===== config.mk =====
export PLATFORM = sky130hd
export DESIGN_NAME = inputreg_fifo_flat
export DESIGN_NICKNAME = d
export VERILOG_FILES = /design/src/rtl/inputreg_fifo_if.sv /design/src/rtl/inputreg_fifo.sv /design/src/flat_wrapper.sv
export SDC_FILE = /design/constraint.sdc
export NUM_CORES = 1
export LEC_CHECK = 0
export BUFFER_PORTS_ARGS = -buffer_cell sky130_fd_sc_hd__buf_2
export CORE_AREA = 2 2 107 109
export CTS_BUF_LIST = sky130_fd_sc_hd__clkbuf_4
export CTS_CLUSTER_DIAMETER = 150
export DETAILED_ROUTE_END_ITERATION = 16
export DIE_AREA = 0 0 109 111
export PLACE_DENSITY = 0.81
export SYNTH_ARGS = -nofsm -noshare
export SYNTH_HDL_FRONTEND = slang
export SYNTH_SLANG_ARGS = --single-unit

===== constraint.sdc =====
create_clock -name Clk -period 3.82 [get_ports Clk]
set_clock_uncertainty 0.2 [all_clocks]
set_input_delay 1.146 -clock Clk [delete_from_list [all_inputs] [get_ports Clk]]
set_output_delay 1.146 -clock Clk [all_outputs]
set_load 0.1 [all_outputs]

===== src/rtl/inputreg_fifo_if.sv =====
// Handshake bundle for inputreg_fifo.
// master : producer/consumer side. It drives Flush, Write_En, Write_Data and
//          Read_En, and observes the head word, the occupancy flags and the
//          error flags.
// slave  : the FIFO itself. It drives Read_Data, Valid, Full, Empty, Count,
//          Ovf_Err and Udf_Err.
interface inputreg_fifo_if #(
  parameter int DWIDTH = 32,
  parameter int DEPTH  = 4
);
  localparam int CW = $clog2(DEPTH) + 1;

  logic              Flush;
  logic              Write_En;
  logic [DWIDTH-1:0] Write_Data;
  logic              Read_En;
  logic [DWIDTH-1:0] Read_Data;
  logic              Valid;
  logic              Full;
  logic              Empty;
  logic [CW-1:0]     Count;
  logic              Ovf_Err;
  logic              Udf_Err;

  modport master (
    output Flush, Write_En, Write_Data, Read_En,
    input  Read_Data, Valid, Full, Empty, Count, Ovf_Err, Udf_Err
  );

  modport slave (
    input  Flush, Write_En, Write_Data, Read_En,
    output Read_Data, Valid, Full, Empty, Count, Ovf_Err, Udf_Err
  );
endinterface


===== src/rtl/inputreg_fifo.sv =====
// inputreg_fifo: operand input buffer for a CGRA PE.
//
// Words pushed by a neighbour are presented in order, first-word-fall-through,
// to the PE datapath.
//
// Ports:
//   Clk   : rising-edge clock.
//   Reset : synchronous, active-high reset.
//   bus   : inputreg_fifo_if.slave. It carries Flush, the Write_En/Write_Data
//           push request, the Read_En pop request, Read_Data, the
//           Valid/Full/Empty/Count flags, and the sticky Ovf_Err/Udf_Err flags.
//
// Optional feature: define INPUTREG_ERR_FLAGS_EN to build the sticky
// overflow/underflow flags. Without it, both flags are tied to 0.
module inputreg_fifo #(
  parameter int DWIDTH = 32,
  parameter int DEPTH  = 4
) (
  input  logic                 Clk,
  input  logic                 Reset,
  inputreg_fifo_if.slave       bus
);
  localparam int AW = $clog2(DEPTH);
  localparam int CW = AW + 1;

  logic [DWIDTH-1:0] mem_q [DEPTH];
  logic [AW-1:0]     wr_ptr_q, wr_ptr_d;
  logic [AW-1:0]     rd_ptr_q, rd_ptr_d;
  logic [CW-1:0]     cnt_q, cnt_d;

  logic empty, full, rd_ok, wr_ok;

  assign empty = (cnt_q == '0);
  assign full  = (cnt_q == CW'(DEPTH));
  assign rd_ok = bus.Read_En && !empty;
  // A pop in the same cycle frees a slot, so a push into a full FIFO is still
  // accepted in that cycle.
  assign wr_ok = bus.Write_En && (!full || rd_ok);

  always_comb begin
    wr_ptr_d = wr_ptr_q;
    rd_ptr_d = rd_ptr_q;
    cnt_d    = cnt_q;
    // Pointer width equals log2(DEPTH), so the +1 wraps on its own.
    if (wr_ok) wr_ptr_d = wr_ptr_q + 1'b1;
    if (rd_ok) rd_ptr_d = rd_ptr_q + 1'b1;
    case ({wr_ok, rd_ok})
      2'b10:   cnt_d = cnt_q + 1'b1;
      2'b01:   cnt_d = cnt_q - 1'b1;
      default: cnt_d = cnt_q;
    endcase
  end

  always_ff @(posedge Clk) begin
    if (Reset || bus.Flush) begin
      wr_ptr_q <= '0;
      rd_ptr_q <= '0;
      cnt_q    <= '0;
    end else begin
      wr_ptr_q <= wr_ptr_d;
      rd_ptr_q <= rd_ptr_d;
      cnt_q    <= cnt_d;
    end
  end

  // Storage is not reset; stale contents are masked by the occupancy count.
  always_ff @(posedge Clk) begin
    if (wr_ok && !Reset && !bus.Flush) mem_q[wr_ptr_q] <= bus.Write_Data;
  end

  assign bus.Read_Data = empty ? '0 : mem_q[rd_ptr_q];
  assign bus.Valid     = !empty;
  assign bus.Full      = full;
  assign bus.Empty     = empty;
  assign bus.Count     = cnt_q;

`ifdef INPUTREG_ERR_FLAGS_EN
  logic ovf_q, udf_q;

  // Flush discards same-cycle requests, so they cannot raise a flag.
  // Flush leaves the flags as they are; only Reset clears them.
  always_ff @(posedge Clk) begin
    if (Reset) begin
      ovf_q <= 1'b0;
      udf_q <= 1'b0;
    end else if (!bus.Flush) begin
      if (bus.Write_En && !wr_ok) ovf_q <= 1'b1;
      if (bus.Read_En && empty)   udf_q <= 1'b1;
    end
  end

  assign bus.Ovf_Err = ovf_q;
  assign bus.Udf_Err = udf_q;
`else
  assign bus.Ovf_Err = 1'b0;
  assign bus.Udf_Err = 1'b0;
`endif
endmodule


===== src/flat_wrapper.sv =====
// flat-port wrapper written by rule: the top's interface ports become plain ports
module inputreg_fifo_flat 
#(
  parameter int DWIDTH = 32,
  parameter int DEPTH  = 4
)
  (Clk, Reset, bus_Flush, bus_Write_En, bus_Write_Data, bus_Read_En, bus_Read_Data, bus_Valid, bus_Full, bus_Empty, bus_Count, bus_Ovf_Err, bus_Udf_Err);
  inputreg_fifo_if #(.DWIDTH(DWIDTH), .DEPTH(DEPTH)) bus_i ();
  input  logic Clk;
  input  logic Reset;
  input wire logic [$bits(bus_i.Flush)-1:0] bus_Flush;
  input wire logic [$bits(bus_i.Write_En)-1:0] bus_Write_En;
  input wire logic [$bits(bus_i.Write_Data)-1:0] bus_Write_Data;
  input wire logic [$bits(bus_i.Read_En)-1:0] bus_Read_En;
  output wire logic [$bits(bus_i.Read_Data)-1:0] bus_Read_Data;
  output wire logic [$bits(bus_i.Valid)-1:0] bus_Valid;
  output wire logic [$bits(bus_i.Full)-1:0] bus_Full;
  output wire logic [$bits(bus_i.Empty)-1:0] bus_Empty;
  output wire logic [$bits(bus_i.Count)-1:0] bus_Count;
  output wire logic [$bits(bus_i.Ovf_Err)-1:0] bus_Ovf_Err;
  output wire logic [$bits(bus_i.Udf_Err)-1:0] bus_Udf_Err;
  assign bus_i.Flush = bus_Flush;
  assign bus_i.Write_En = bus_Write_En;
  assign bus_i.Write_Data = bus_Write_Data;
  assign bus_i.Read_En = bus_Read_En;
  assign bus_Read_Data = bus_i.Read_Data;
  assign bus_Valid = bus_i.Valid;
  assign bus_Full = bus_i.Full;
  assign bus_Empty = bus_i.Empty;
  assign bus_Count = bus_i.Count;
  assign bus_Ovf_Err = bus_i.Ovf_Err;
  assign bus_Udf_Err = bus_i.Udf_Err;
  inputreg_fifo #(.DWIDTH(DWIDTH), .DEPTH(DEPTH)) u_core (.Clk(Clk), .Reset(Reset), .bus(bus_i));
endmodule

==> results.sh, run 1 <==
export IMPL_io_buffers=74
export IMPL_wl_per_cell_um=17.86
export IMPL_power_density_nw_per_um2=482.2
export IMPL_finalSetupViolCount=0
export IMPL_synth_area_um2=5343
export IMPL_finalHoldViolCount=0
export IMPL_fin_nets=390
export IMPL_period_share=0.9348
export IMPL_relSlewSlack=0.4048
export IMPL_grt_pass1_wl_mm=13.76
export IMPL_worstPathArrival_ns=2.22
export IMPL_diodes=0
export IMPL_drt_iter0_markers=151
export IMPL_critPathCaptureType="primary output"
export IMPL_path_class="reg2out"
export IMPL_finalWirelength_mm=8.986
export IMPL_ys_types=30
export IMPL_rr_worst_depth=9
export IMPL_hpwl_mm=5.460
export IMPL_drtAntennaViolNets=0
export IMPL_post_cts_hold_buffer_count=0
export IMPL_root_buffer="clkbuf_4"
export IMPL_crit_chain="buf_12 > mux4_2 > nor2b_1 > buf_2"
export IMPL_cts_tree="yes"
export IMPL_slew_violations=0
export IMPL_vdd_drop_max_mv=0.2475
export IMPL_endpoint="bus_Read_Data[28]"
export IMPL_clock_sinks=137
export IMPL_seq_area_frac_synth=0.7532
export IMPL_p_int_w=0.002245
export IMPL_coreArea_um2=11080
export IMPL_post_cts_buffers=0
export IMPL_yosysWarningCount=0
export IMPL_switching_share=0.2554
export IMPL_dp_cells=471
export IMPL_grt_max_degree=33
export IMPL_path_max_fanout=18
export IMPL_cp_slowest_stage_delay_ns=0.62
export IMPL_synth_flop_cell="edfxtp_1"
export IMPL_post_route_min_period_ns=3.571
export IMPL_start_util=0.4823
export IMPL_cts_htree_levels=4
export IMPL_via_per_inst=5.227
export IMPL_gp_congestion=0.7041
export IMPL_ys_ff_latch=137
export IMPL_antenna_found_initial=1
export IMPL_num_vias=2629
export IMPL_crit_required_ns=2.47
export IMPL_drive_above_1_share=0.4667
export IMPL_stdcell_count=503
export IMPL_start_kind="register"
export IMPL_r2r_slack_ns=1.17
export IMPL_utilization=0.5646
export IMPL_synth_edf_count=128
export IMPL_syn_inst=262
export IMPL_ios=77
export IMPL_syn2layout_area_growth_pct=17.05
export IMPL_fin_ws_ns=0.2492
export IMPL_grt_pass1_vias=2638
export IMPL_tightest_slew_ns=0.8928
export IMPL_grt_ovfl_total=0
export IMPL_p_switching_w=0.0007703
export IMPL_async_flop_share=0
export IMPL_pre_cts_ws_ns=0.3192
export IMPL_seqPwrFrac=0.551
export IMPL_rows=39
export IMPL_cts_clk_slew_worst_paths_ns=0.11
export IMPL_maxCapViolCount=0
export IMPL_cts_buffers=17
export IMPL_holdPathStages=2
export IMPL_insertion_delay_ns=0.52
export IMPL_die_area_um2=12100
export IMPL_status="finished clean"
export IMPL_r2r_start="u_core.bus.Count[0]$_SDFFE_PP0P_"
export IMPL_slowest_stage="dfxtp_2"
export IMPL_p_comb_frac=0.114
export IMPL_die_width_um=109
export IMPL_route_detailed_drc=0
export IMPL_p_total_w=0.003016
export IMPL_p_leak_nw=2.151
export IMPL_max_freq_mhz=280.1
export IMPL_cts_resized=0
export IMPL_fp_dieH_um=111
export IMPL_cts_buffer_depth=2
export IMPL_rr_endpoint="u_core.bus.Count[2]$_SDFFE_PP0P_"
export IMPL_grt_total_usage=0.1591
export IMPL_syn_avg_cell_area_um2=20.39
export IMPL_worst_hold_path_type="reg2reg"
export IMPL_drt_pass1_iter_count=5
export IMPL_pwr_share_clk=0.335
export IMPL_rsz0062_at_grt="false"
[worst max-delay path, delay by kind of cell, from the launching register on]
| kind | cells | cell delay [ns] |
|---|---|---|
| DFF | 1 | 0.62 |
| buffers and inverters | 2 | 0.69 |
| muxes | 1 | 0.18 |
| and+or+nand+nor | 1 | 0.20 |
[flip-flops by register name, indices dropped and copies added, names as in the netlist, named ones only]
register / cells
u_core.mem_q: 128
u_core.bus.Count: 3
u_core.rd_ptr_q: 2
u_core.wr_ptr_q: 2
[metal layers]
metal | global-route usage | up-vias | part of all wire
met2 | 0.2480 | 81 | 0.51
li1 | - | 1212 | -
met3 | 0.05644 | 12 | 0.062
met5 | 0 | - | 0.0014
met4 | 0.06239 | 2 | 0.0083
met1 | 0.2043 | 1322 | 0.42
[cells in the mapped netlist, types with 2 or more instances]
master,number,area share
a21oi_1,4,0.0037
ha_1,5,0.012
and3_2,4,0.0056
inv_1,7,0.0049
buf_1,4,0.0028
dfxtp_1,9,0.034
mux4_2,32,0.13
nor2b_1,33,0.039
xor2_1,2,0.0033
nand2_1,2,0.0014
edfxtp_1,128,0.72
buf_4,5,0.0070
or3_1,2,0.0023
clkbuf_1,3,0.0021
o21ai_0,4,0.0037
nor2_1,4,0.0028
[cells by family after synthesis]
kind of cell    count (synthesis)  synth area share
mux                            32            0.1349
compound gates                 10           0.01148
flops                         137            0.7532
buf+inv                        21           0.01873
fa+ha+maj                       6           0.01546
other cells                     1         0.0007019
xor+xnor                        2          0.003279
simple gates                   53           0.06230
[cells in the final DEF, fill, tap and decap left out, types with 5 or more instances in the layout]
| cell type | n |
|---|---|
| mux4_2 | 32 |
| dfxtp_2 | 5 |
| inv_1 | 7 |
| edfxtp_1 | 128 |
| clkbuf_4 | 18 |
| nor2b_2 | 10 |
| buf_2 | 74 |
| nor2b_1 | 19 |
| ha_1 | 5 |
[metrics by stage]
step | TNS, ns | hold WS, ns | instance area (um2)
CTS | 0 | 0.3178 | 6254
floorplan | -1.865 | 0.2591 | 5413
global route | 0 | 0.3395 | 6254
global placement | 0 | 0.2609 | 5938
detailed placement | 0 | 0.3012 | 5938
finish | 0 | 0.3123 | 6254
[layout make-up]
type / instances / area [um2]
Fill cell: 865 / 4823
Sequential cell: 137 / 4030
Multi-Input combinational cell: 105 / 1282
Timing Repair Buffer: 79 / 420.4
Clock inverter: 14 / 180.2
Tap cell: 143 / 178.9
Clock buffer: 18 / 135.1
Inverter: 7 / 26.28
[power groups by stage]
stage	sequential [W]	combinational (W)	clock (W)
2_1_floorplan	0.00170	0.000265	0
3_3_place_gp	0.00169	0.000341	0
3_5_place_dp	0.00170	0.000346	0
4_1_cts	0.00166	0.000347	0.00104
5_1_grt	0.00166	0.000361	0.00109
6_report	0.00166	0.000343	0.00101
[how the worst min path moves through the flow]
stage / start / end / slack (ns)
floorplan: u_core.rd_ptr_q[1]$_SDFFE_PP0P_ / register / 0.26
global placement: u_core.rd_ptr_q[1]$_SDFFE_PP0P_ / register / 0.26
detailed placement: u_core.rd_ptr_q[0]$_SDFFE_PP0P_ / u_core.rd_ptr_q[0]$_SDFFE_PP0P_ / 0.30
CTS: u_core.rd_ptr_q[0]$_SDFFE_PP0P_ / u_core.rd_ptr_q[0]$_SDFFE_PP0P_ / 0.32
global route: u_core.rd_ptr_q[0]$_SDFFE_PP0P_ / u_core.rd_ptr_q[0]$_SDFFE_PP0P_ / 0.34
finish: u_core.rd_ptr_q[0]$_SDFFE_PP0P_ / u_core.rd_ptr_q[0]$_SDFFE_PP0P_ / 0.31
(Power assumes the default switching activity.)
==> inputs of run 2 (changes only) <==
CTS_BUF_LIST = sky130_fd_sc_hd__clkbuf_16   (was sky130_fd_sc_hd__clkbuf_4)
SETUP_SLACK_MARGIN = 0.4   (was not set)
==> run 2 against run 1 <==
Compared with the run above:
- maximum frequency is 7.5% higher
- sequential power barely moved
- via count up 1.2%
- worst setup slack better by 0.25 ns
- flip-flop and latch count is the same
- core utilization increased by 2.4 points
- global-route usage increased by 0.97 points
- critical path depth is the same
- critical path type unchanged
- critical endpoint is now bus_Read_Data[31]
==> results.sh, run 2 (synthesized netlist as in run 1, its figures left out) <==
export IMPL_status="finished clean"
export IMPL_maxCapViolCount=0
export IMPL_cts_clk_slew_worst_paths_ns=0.05
export IMPL_finalWirelength_mm=9.283
export IMPL_worstPathArrival_ns=1.98
export IMPL_num_vias=2661
export IMPL_path_max_fanout=22
export IMPL_hpwl_mm=5.643
export IMPL_cts_htree_levels=4
export IMPL_drive_above_1_share=0.4420
export IMPL_max_freq_mhz=301.0
export IMPL_coreArea_um2=11080
export IMPL_post_cts_buffers=0
export IMPL_fin_nets=392
export IMPL_worst_hold_path_type="reg2reg"
export IMPL_finalSetupViolCount=0
export IMPL_utilization=0.5886
export IMPL_p_leak_nw=2.299
export IMPL_drt_pass1_iter_count=6
export IMPL_syn2layout_area_growth_pct=22.04
export IMPL_relSlewSlack=0.4039
export IMPL_root_buffer="clkbuf_16"
export IMPL_rsz0062_at_grt="false"
export IMPL_wl_per_cell_um=18.38
export IMPL_power_density_nw_per_um2=536.7
export IMPL_start_util=0.4823
export IMPL_clock_sinks=137
export IMPL_final_common_cell="edfxtp_1"
export IMPL_cts_buffers=17
export IMPL_post_route_min_period_ns=3.322
export IMPL_insertion_delay_ns=0.41
export IMPL_slew_violations=0
export IMPL_tightest_slew_ns=0.8942
export IMPL_drt_iter0_markers=181
export IMPL_grt_ovfl_total=0
export IMPL_final_cell_mix="edfxtp_1, buf_2, mux4_2"
export IMPL_diodes=0
export IMPL_route_detailed_drc=0
export IMPL_grt_pass1_wl_mm=14.52
export IMPL_die_width_um=109
export IMPL_period_share=0.8697
export IMPL_rows=39
export IMPL_grt_pass1_vias=2833
export IMPL_antenna_found_initial=0
export IMPL_via_per_inst=5.269
export IMPL_fp_dieH_um=111
export IMPL_regMostFlops="u_core.mem_q"
export IMPL_vdd_drop_max_mv=0.3294
export IMPL_path_class="reg2out"
export IMPL_largest_reg_flops=128
export IMPL_io_buffers=74
export IMPL_grt_max_degree=33
export IMPL_cts_buffer_depth=2
export IMPL_p_total_w=0.003499
export IMPL_start_kind="register"
export IMPL_finalHoldViolCount=0
export IMPL_drtAntennaViolNets=0
export IMPL_ios=77
export IMPL_crit_required_ns=2.47
export IMPL_cts_tree="yes"
export IMPL_critPathCaptureType="primary output"
export IMPL_gp_congestion=0.6992
export IMPL_die_area_um2=12100
export IMPL_grt_total_usage=0.1687
## run 2: cell count changes in the layout (fill, tap and decap cells not counted), sizes merged
cell      delta
bufinv       -2
clkinvlp     -3
clkinv       +3
inv          +3
buf          +1
## run 2: worst paths after layout
kind,cells past startpoint,end,from,slack [ns]
min reg2reg,2,register,u_core.rd_ptr_q[0]$_SDFFE_PP0P_,0.30
max reg2reg,9,u_core.bus.Count[2]$_SDFFE_PP0P_,u_core.bus.Count[0]$_SDFFE_PP0P_,1.16
max,4,bus_Read_Data[31],register,0.50
min,2,register,u_core.rd_ptr_q[0]$_SDFFE_PP0P_,0.30
## run 2: what timing repair did
action	4_1_cts	5_1_grt
pin swaps	0	0
hold buffers	0	0
resized for setup	3	2
setup endpoints to repair	30	16
cloned	0	0
## run 2: area by class of cell
cell class              count  area, um2
clock buffers              17      425.4
clock inverters            15      118.9
fillers                   802       4557
inverters                   7      26.28
multi-input cells         105       1287
flip-flops and latches    137       4033
well taps                 143      178.9
repair buffers             81      450.4
## run 2: layer usage
layer,vias to the layer above,routed length [um],global-route usage
li1,1207,-,-
met1,1368,3760,0.2047
met2,70,4843,0.2774
met3,16,545,0.06114
met4,0,134,0.05897
met5,-,0,0
## run 2: power breakdown
part / internal (W) / total [W] / switching (W)
logic: 0.0000785 / 0.000351 / 0.000272
registers: 0.00166 / 0.00167 / 0.00000625
clock network: 0.000934 / 0.00148 / 0.000550
## run 2: metrics by stage
step / setup WS, ns / setup TNS, ns / cells / area [um2] / hold WS, ns
2_1_floorplan: -0.06582 / -1.316 / 263 / 5411 / 0.2591
3_3_place_gp: 0.3738 / 0 / 473 / 5958 / 0.2632
3_5_place_dp: 0.2852 / 0 / 473 / 5958 / 0.2912
4_1_cts: 0.4096 / 0 / 505 / 6513 / 0.2984
5_1_grt: 0.4141 / 0 / 505 / 6520 / 0.3311
6_report: 0.4978 / 0 / 505 / 6520 / 0.2952
## run 2: critical path, stage by stage (launching register included)
cell     delay, ns
dfxtp_2       0.35
buf_12        0.22
mux4_2        0.53
nor2b_1       0.16
buf_2         0.29
==> inputs of run 3 (changes only) <==
BUFFER_PORTS_ARGS = -buffer_cell sky130_fd_sc_hd__buf_4   (was -buffer_cell sky130_fd_sc_hd__buf_2)
==> run 3 against run 2 <==
Compared with the run above:
- flip-flop and latch count did not move
- count of clock-buffer cells in the layout stayed put
- register-to-register slack about the same
==> results.sh, run 3 (synthesized netlist as in run 1, its figures left out) <==
export IMPL_status="finished clean"
export IMPL_path_max_fanout=22
export IMPL_die_area_um2=12100
export IMPL_die_width_um=109
export IMPL_rsz0062_at_grt="false"
export IMPL_maxCapViolCount=0
export IMPL_grt_pass1_wl_mm=14.67
export IMPL_drive_above_1_share=0.4528
export IMPL_route_detailed_drc=0
export IMPL_fp_dieH_um=111
export IMPL_final_common_cell="edfxtp_1"
export IMPL_start_kind="register"
export IMPL_diodes=0
export IMPL_p_leak_nw=2.291
export IMPL_drtAntennaViolNets=0
export IMPL_tightest_slew_ns=0.8996
export IMPL_p_switching_w=0.0008863
export IMPL_crit_family="multiplexers"
export IMPL_start_util=0.4823
export IMPL_clock_sinks=137
export IMPL_syn2layout_area_growth_pct=25.11
export IMPL_path_class="reg2out"
export IMPL_slowest_stage="mux4_2"
export IMPL_cp_buffers_inverters=2
export IMPL_wl_per_cell_um=18.72
export IMPL_critPathCaptureType="primary output"
export IMPL_largest_reg_flops=128
export IMPL_relSlewSlack=0.4002
export IMPL_slew_violations=0
export IMPL_antenna_found_initial=0
export IMPL_cp_slowest_stage_delay_ns=0.53
export IMPL_final_cell_mix="edfxtp_1, buf_4, mux4_2"
export IMPL_ios=77
export IMPL_power_density_nw_per_um2=528.5
export IMPL_vdd_drop_max_mv=0.3488
export IMPL_hpwl_mm=5.590
export IMPL_coreArea_um2=11080
export IMPL_finalSetupViolCount=0
export IMPL_finalWirelength_mm=9.415
export IMPL_cts_clk_slew_worst_paths_ns=0.06
export IMPL_grt_pass1_vias=2767
export IMPL_seqPwrFrac=0.471
export IMPL_post_cts_hold_buffer_count=0
export IMPL_drt_iter0_markers=176
export IMPL_p_comb_frac=0.105
export IMPL_crit_required_ns=2.47
export IMPL_gp_congestion=0.6914
export IMPL_crit_chain="buf_12 > mux4_2 > nor2b_1 > buf_4"
export IMPL_pwr_share_clk=0.424
export IMPL_switching_share=0.2509
export IMPL_grt_total_usage=0.1689
export IMPL_p_int_w=0.002646
export IMPL_rows=39
export IMPL_worstPathArrival_ns=1.97
export IMPL_finalHoldViolCount=0
export IMPL_utilization=0.6034
export IMPL_period_share=0.8691
export IMPL_via_per_inst=5.252
export IMPL_regMostFlops="u_core.mem_q"
export IMPL_post_route_min_period_ns=3.320
export IMPL_insertion_delay_ns=0.40
export IMPL_grt_ovfl_total=0
export IMPL_p_total_w=0.003532
export IMPL_max_freq_mhz=301.2
export IMPL_io_buffers=74
export IMPL_cts_buffer_depth=2
export IMPL_num_vias=2642
export IMPL_drt_pass1_iter_count=4
export IMPL_worst_hold_path_type="reg2reg"
export IMPL_root_buffer="clkbuf_16"
export IMPL_fin_nets=390
export IMPL_cts_tree="yes"
export IMPL_cts_buffers=17
export IMPL_grt_max_degree=39
export IMPL_cts_htree_levels=4
[run 3: cell types whose count changed in the layout (fill, tap and decap cells not counted), sizes merged]
cell	delta
clkinv	-3
clkinvlp	+5
buf	-1
bufinv	-1
inv	-1
clkbuf	-1
[run 3: power by group through the flow]
stage / sequential, W / combinational (W) / clock, W
6_report: 0.00166 / 0.000369 / 0.00150
5_1_grt: 0.00166 / 0.000387 / 0.00158
4_1_cts: 0.00166 / 0.000372 / 0.00152
3_5_place_dp: 0.00170 / 0.000371 / 0
3_3_place_gp: 0.00169 / 0.000367 / 0
2_1_floorplan: 0.00170 / 0.000265 / 0
[run 3: cell type report]
cell class	instances	area, um2
Timing Repair Buffer	79	605.6
Clock buffer	17	425.4
Inverter	7	26.28
Multi-Input combinational cell	105	1287
Sequential cell	137	4033
Clock inverter	15	127.6
Tap cell	143	178.9
Fill cell	783	4393
[run 3: worst min-delay path, delay by kind of cell (launching register included)]
family | cells | cell delay [ns]
DFF | 1 | 0.32
and+or+nand+nor | 1 | 0.07
AOI/OAI and AO/OA | 1 | 0.06
[run 3: final timing paths]
path | from | end | slack, ns | depth (start not counted)
max reg2reg | u_core.bus.Count[0]$_SDFFE_PP0P_ | u_core.bus.Count[2]$_SDFFE_PP0P_ | 1.16 | 9
min reg2reg | u_core.rd_ptr_q[0]$_SDFFE_PP0P_ | u_core.rd_ptr_q[0]$_SDFFE_PP0P_ | 0.30 | 2
min | u_core.rd_ptr_q[0]$_SDFFE_PP0P_ | u_core.rd_ptr_q[0]$_SDFFE_PP0P_ | 0.30 | 2
max | register | bus_Read_Data[29] | 0.50 | 4
[run 3: per-layer routing]
| metal | track usage | share of wire |
|---|---|---|
| met1 | 0.2297 | 0.42 |
| met2 | 0.2576 | 0.50 |
| met3 | 0.05173 | 0.057 |
| met4 | 0.06410 | 0.019 |
| met5 | 0 | 0 |
[run 3: repair_timing]
item                                    CTS  global route
buffers inserted                          0             0
endpoints found under the setup margin   23             4
pin swaps                                 0             0
gates resized for setup                   3             1
[run 3: stage by stage]
| step | worst slack [ns] | cell area (um2) | hold WS (ns) | TNS, ns | cells |
|---|---|---|---|---|---|
| floorplan | -0.06582 | 5411 | 0.2591 | -1.316 | 263 |
| finish | 0.5001 | 6684 | 0.2981 | 0 | 503 |
| global route | 0.4438 | 6684 | 0.3173 | 0 | 503 |
| global placement | 0.3661 | 6116 | 0.2627 | 0 | 471 |
| CTS | 0.4229 | 6679 | 0.2950 | 0 | 503 |
| detailed placement | 0.2974 | 6116 | 0.2824 | 0 | 471 |
